**src/rtl/uart_hex_dump.sv**
```systemverilog
// uart_hex_dump: formats a snapshot of NUM_CH channel words into an ASCII hex
// line ("R0:00A3 R2:BEEF\n\r") and streams it one byte per transfer to a TX FIFO.
// Ports:
//   clk, rst     - clock, synchronous active-high reset
//   i_data       - NUM_CH packed channel words, channel c at [c*DATA_W +: DATA_W]
//   i_ch_mask    - per-channel include mask
//   i_lz         - suppress leading zero nibbles
//   i_stb        - dump request (accepted only when idle with a non-zero mask)
//   o_busy       - dump in progress
//   o_byte       - ASCII byte offered downstream
//   o_byte_vld   - o_byte valid
//   i_byte_rdy   - downstream accepts o_byte this cycle
module uart_hex_dump #(
  parameter int unsigned DATA_W   = 16,
  parameter int unsigned NUM_CH   = 4,
  parameter logic [7:0]  PFX_CHAR = "R"
) (
  input  logic                     clk,
  input  logic                     rst,
  input  logic [NUM_CH*DATA_W-1:0] i_data,
  input  logic [NUM_CH-1:0]        i_ch_mask,
  input  logic                     i_lz,
  input  logic                     i_stb,
  output logic                     o_busy,
  output logic [7:0]               o_byte,
  output logic                     o_byte_vld,
  input  logic                     i_byte_rdy
);

  localparam int unsigned NIB_N = DATA_W / 4;
  localparam int unsigned NIB_W = (NIB_N > 1) ? $clog2(NIB_N) : 1;
  localparam int unsigned CH_W  = (NUM_CH > 1) ? $clog2(NUM_CH) : 1;

  typedef enum logic [2:0] {
    S_IDLE, S_PFX, S_IDX, S_COLON, S_NIB, S_SEP, S_NL, S_CR
  } state_t;

  state_t                     state;
  state_t                     state_nxt;
  logic [NUM_CH*DATA_W-1:0]   cap_data;
  logic [NUM_CH-1:0]          cap_mask;
  logic                       cap_lz;
  logic [CH_W-1:0]            ch;
  logic [NIB_W-1:0]           nib;

  logic                       start;
  logic                       xfer;
  logic [DATA_W-1:0]          word;
  logic [CH_W-1:0]            first_ch;
  logic [CH_W-1:0]            next_ch;
  logic                       has_next;
  logic [NIB_W-1:0]           first_nib;

  function automatic logic [7:0] hex(input logic [3:0] n);
    hex = (n < 4'd10) ? (8'h30 + 8'(n)) : (8'h37 + 8'(n));
  endfunction

  assign start = (state == S_IDLE) && i_stb && (|i_ch_mask);
  assign xfer  = (state != S_IDLE) && i_byte_rdy;
  assign word  = cap_data[int'(ch)*DATA_W +: DATA_W];

  // Lowest enabled channel of the incoming mask; lowest captured channel above ch.
  always_comb begin
    first_ch = '0;
    next_ch  = '0;
    has_next = 1'b0;
    for (int c = int'(NUM_CH) - 1; c >= 0; c--) begin
      if (i_ch_mask[c]) first_ch = CH_W'(c);
      if (cap_mask[c] && (c > int'(ch))) begin
        next_ch  = CH_W'(c);
        has_next = 1'b1;
      end
    end
  end

  // First nibble to print, chosen while leaving COLON so skipping costs no cycles.
  always_comb begin
    first_nib = '0;
    for (int i = 0; i < int'(NIB_N); i++) begin
      if (word[i*4 +: 4] != 4'h0) first_nib = NIB_W'(i);
    end
    if (!cap_lz) first_nib = NIB_W'(NIB_N - 1);
  end

  // State register.
  always_ff @(posedge clk) begin
    if (rst) state <= S_IDLE;
    else     state <= state_nxt;
  end

  // Next-state logic; non-idle states advance only on a byte transfer.
  always_comb begin
    state_nxt = state;
    case (state)
      S_IDLE:  if (start) state_nxt = S_PFX;
      S_PFX:   if (xfer) state_nxt = S_IDX;
      S_IDX:   if (xfer) state_nxt = S_COLON;
      S_COLON: if (xfer) state_nxt = S_NIB;
      S_NIB:   if (xfer && (nib == '0)) state_nxt = has_next ? S_SEP : S_NL;
      S_SEP:   if (xfer) state_nxt = S_PFX;
      S_NL:    if (xfer) state_nxt = S_CR;
      S_CR:    if (xfer) state_nxt = S_IDLE;
      default: state_nxt = S_IDLE;
    endcase
  end

  // Output decode from registered state and counters, so o_byte holds during stalls.
  always_comb begin
    o_busy     = (state != S_IDLE);
    o_byte_vld = (state != S_IDLE);
    o_byte     = 8'h00;
    case (state)
      S_PFX:   o_byte = PFX_CHAR;
      S_IDX:   o_byte = hex(4'(ch));
      S_COLON: o_byte = 8'h3A;
      S_NIB:   o_byte = hex(word[int'(nib)*4 +: 4]);
      S_SEP:   o_byte = 8'h20;
      S_NL:    o_byte = 8'h0A;
      S_CR:    o_byte = 8'h0D;
      default: o_byte = 8'h00;
    endcase
  end

  // Capture registers plus channel / nibble counters.
  always_ff @(posedge clk) begin
    if (rst) begin
      cap_data <= '0;
      cap_mask <= '0;
      cap_lz   <= 1'b0;
      ch       <= '0;
      nib      <= '0;
    end else if (start) begin
      cap_data <= i_data;
      cap_mask <= i_ch_mask;
      cap_lz   <= i_lz;
      ch       <= first_ch;
      nib      <= '0;
    end else if (xfer) begin
      case (state)
        S_COLON: nib <= first_nib;
        S_NIB:   if (nib != '0) nib <= nib - 1'b1;
        S_SEP:   ch <= next_ch;
        default: ;
      endcase
    end
  end

endmodule

```
**config.mk**
```make
export PLATFORM = sky130hd
export DESIGN_NAME = uart_hex_dump
export DESIGN_NICKNAME = d
export VERILOG_FILES = /design/src/rtl/uart_hex_dump.sv
export SDC_FILE = /design/constraint.sdc
export NUM_CORES = 1
export LEC_CHECK = 0
export ABC_AREA = 1
export BUFFER_PORTS_ARGS = -buffer_cell sky130_fd_sc_hd__buf_2
export CELL_PAD_IN_SITES_DETAIL_PLACEMENT = 0
export CELL_PAD_IN_SITES_GLOBAL_PLACEMENT = 1
export CORE_ASPECT_RATIO = 0.75
export CORE_MARGIN = 4
export CORE_UTILIZATION = 38
export DETAILED_ROUTE_END_ITERATION = 16
export PLACE_DENSITY = 0.85
export SETUP_SLACK_MARGIN = 0.4
export SYNTH_ARGS = -nofsm -noshare
export SYNTH_HDL_FRONTEND = slang
export SYNTH_SLANG_ARGS = --single-unit
```
**constraint.sdc**
```tcl
create_clock -name clk -period 1.85 [get_ports clk]
set_input_delay 0.0925 -clock clk [delete_from_list [all_inputs] [get_ports clk]]
set_output_delay 0.0925 -clock clk [all_outputs]
set_load 0.005 [all_outputs]
```
==> impl_metrics.env <==
export IMPL_rows=31
export IMPL_rsz0062_at_grt="yes"
export IMPL_cpPeakStageDelay_ps=430
export IMPL_critPathCaptureType="primary output"
export IMPL_start_kind="register"
export IMPL_p_total_mw=13.3
export IMPL_postPlaceCellArea_mm2=0.00442
export IMPL_status="finished with violations"
export IMPL_synthTopCellsByArea="dfxtp_1 40%, o21ai_0 10%, nor2_1 10%, nand2_1 8.3%, a21oi_1 7.0%"
export IMPL_synth_area_mm2=0.00373
export IMPL_clkTransAtPathRegs_ps=70
export IMPL_post_route_period_util_pct=121
export IMPL_critPathBufInv=4
export IMPL_root_buffer="clkbuf_16"
export IMPL_yosysTopAreaCellShare_pct=40.3
export IMPL_avgSynthCellArea_um2=6.63
export IMPL_grt_pass1_wl_mm=23.7
export IMPL_crit_arrival_ps=2150
export IMPL_grt_pass1_vias=4401
export IMPL_yosysMostFrequentCell="nor2_1"
export IMPL_finalCriticalPeriod_ps=2240
export IMPL_setup_viol=9
export IMPL_io_buffers=81
export IMPL_worstSkewPairLatency_ps=340
export IMPL_cts_tree="yes"
export IMPL_required_ps=1760
export IMPL_die_area_mm2=0.0115
export IMPL_fin_ws_ps=-395
export IMPL_vias_per_cell=5.51
export IMPL_cp_cell_sequence="buf_6, nand2_8, nor2_1, a21oi_2, nand3_1, nand3_2, nand2_2, inv_2, ha_4, nand3_2, inv_2, nor2_4, nand2_1, nand2_1, buf_2"
export IMPL_yosys_area_top_type="dfxtp_1"
export IMPL_boundaryPins=83
export IMPL_finalHoldViolCount=1
export IMPL_num_vias=4753
export IMPL_cts_htree_levels=3
export IMPL_num_antenna_cells=0
export IMPL_pwr_density_cell_mw_per_mm2=1900
export IMPL_synth_common_cells="99 x nor2_1, 82 x nand2_1, 75 x dfxtp_1, 75 x o21ai_0, 52 x a21oi_1"
export IMPL_slowest_stage="dfxtp_4"
export IMPL_path_class="reg2out"
export IMPL_drive_gt1_share_pct=50.5
export IMPL_synthArstFlopShare_pct=0
export IMPL_final_area_mm2=0.00698
export IMPL_maxSlewViolCount=0
export IMPL_start_util_pct=38.7
export IMPL_yosys_warnings=0
export IMPL_wire_per_inst_um=18.9
export IMPL_fin_hold_ws_ps=-12.2
export IMPL_synth_seq_area_share_pct=40.3
export IMPL_track_usage_pct=27.0
export IMPL_drc=0
export IMPL_fmax_mhz=445
export IMPL_crit_family="simple AND/OR/NAND/NOR gates"
export IMPL_timing_setup_tns_ps=-2960
export IMPL_finalWirelength_mm=16.3
export IMPL_antenna_found_initial=0
export IMPL_ys_ff_latch=75
export IMPL_leakage_nw=2.92
export IMPL_synthesis_nets=637
export IMPL_firstDrtPassIters=5
export IMPL_ir_worst_vdd_mv=0.758
export IMPL_skew_ps=8.20
export IMPL_gp_congestion=0.899
export IMPL_worst_pin_slew_ps=629
export IMPL_drv_cap=0
export IMPL_clkSinkCount=75
export IMPL_numCtsBuffers=9
export IMPL_min_path_type="in2reg"
export IMPL_syn_to_final_growth_pct=87.3
export IMPL_nets=800
export IMPL_grt_overflow=0
export IMPL_synth_distinct_cells=32
export IMPL_crit_fanout=7
export IMPL_violations="negative hold slack, negative setup slack"
export IMPL_relSlewSlack_pct=58.1
export IMPL_synth_edf_count=0
export IMPL_syn_inst=562
export IMPL_core_area_mm2=0.00962
export IMPL_synthFlopType="dfxtp_1"
export IMPL_die_h_um=93.8
export IMPL_clock_path_buffers=2
export IMPL_drtIter0Drc=406
export IMPL_die_w_um=122
export IMPL_fillers=690
export IMPL_grt_max_degree=72
export IMPL_detail_route_antenna_nets=0
export IMPL_dp_hpwl_mm=8.60
==> sequential cells by signal (all words and copies together), names as in the netlist <==
signal    flops
cap_mask      3
nib           2
cap_data     64
cap_lz        1
ch            2
state         3
==> routing by layer <==
metal  global-route usage [%]  vias up  part of all wire [%]
met1                     36.8     2261                    43
met3                     5.54       47                   7.7
met5                        0        -                     0
met2                     43.3      267                    47
li1                         -     2178                     -
met4                     7.55        0                   2.6
==> worst paths after layout <==
path / cells after the start / to / slack [ps] / start
worst max-delay path: 15 / o_byte[6] / -390 / ch[0]
worst max register to register: 14 / nib[0] / -260 / ch[0]
worst min-delay path: 3 / cap_data[15] / -10 / i_data[15]
worst min register to register: 2 / cap_data[30] / 470 / cap_data[30]
==> worst min-delay path, stage by stage <==
cell	delay, ps
buf_2	90
o21ai_2	50
nor2_1	70
==> metrics by stage <==
step	util, %	hold WS [ps]	instances	worst slack [ps]
floorplan	-	162	562	266
global placement	45.9	308	769	-58.9
detailed placement	45.9	309	769	-108
CTS	66.7	2.14	845	-325
global route	72.6	-12.7	862	-527
finish	72.6	-12.2	862	-395
==> cells in the final DEF (no fill, tap or decap), drive strengths merged <==
cell type    netlist  final
dfxtp             75     75
clkinv             1      3
dlygate4sd3        0     14
buf               19    169
nand4              8      8
a32o               1      1
o21ai             85     85
nor3b              1      1
nor3               3      3
nand2             87     88
conb               1      1
a21o               1      1
or2                1      1
a21oi             53     53
a22oi              1      1
clkbuf            14     11
inv               56     57
nand3             43     43
o211ai             2      2
o21a               2      2
bufinv             0      1
o21bai             1      1
a31oi              2      2
ha                 2      2
nor2             103    103
clkinvlp           0      2
==> layout make-up <==
class | instances | area (um2) | area share [%]
Tap cell | 132 | 165 | 2.37
Clock buffer | 10 | 229 | 3.28
Clock inverter | 6 | 73.8 | 1.06
Sequential cell | 75 | 1510 | 21.7
Inverter | 57 | 236 | 3.39
Multi-Input combinational cell | 398 | 2880 | 41.3
Timing Repair Buffer | 184 | 1880 | 27.0
==> cells by family (layout without fill, tap and decap cells) <==
logic type	Yosys count	count (layout)	share of synthesized area, %
AO/OA/AOI/OAI	148	148	20.9
adder cells (fa/ha/maj)	2	2	0.671
buffers and inverters	90	257	10.2
flip-flops	75	75	40.3
other	1	1	0.101
AND/OR/NAND/NOR	246	247	27.8
==> power by group <==
part	total [mW]	switching, mW	internal [mW]
logic	8.83	4.45	4.37
registers	2.64	0.453	2.19
clock network	1.80	0.741	1.06
==> repair_timing <==
action                                 in CTS  in global routing
pin swaps                                  80                 63
cloned                                     17                  1
hold buffers                               14                  0
setup buffers                              29                 16
resized for setup                         266                 86
setup endpoints to repair                  82                 82
endpoints found under the hold margin      15                  0
Note: power is estimated with default switching activity, not from simulation.
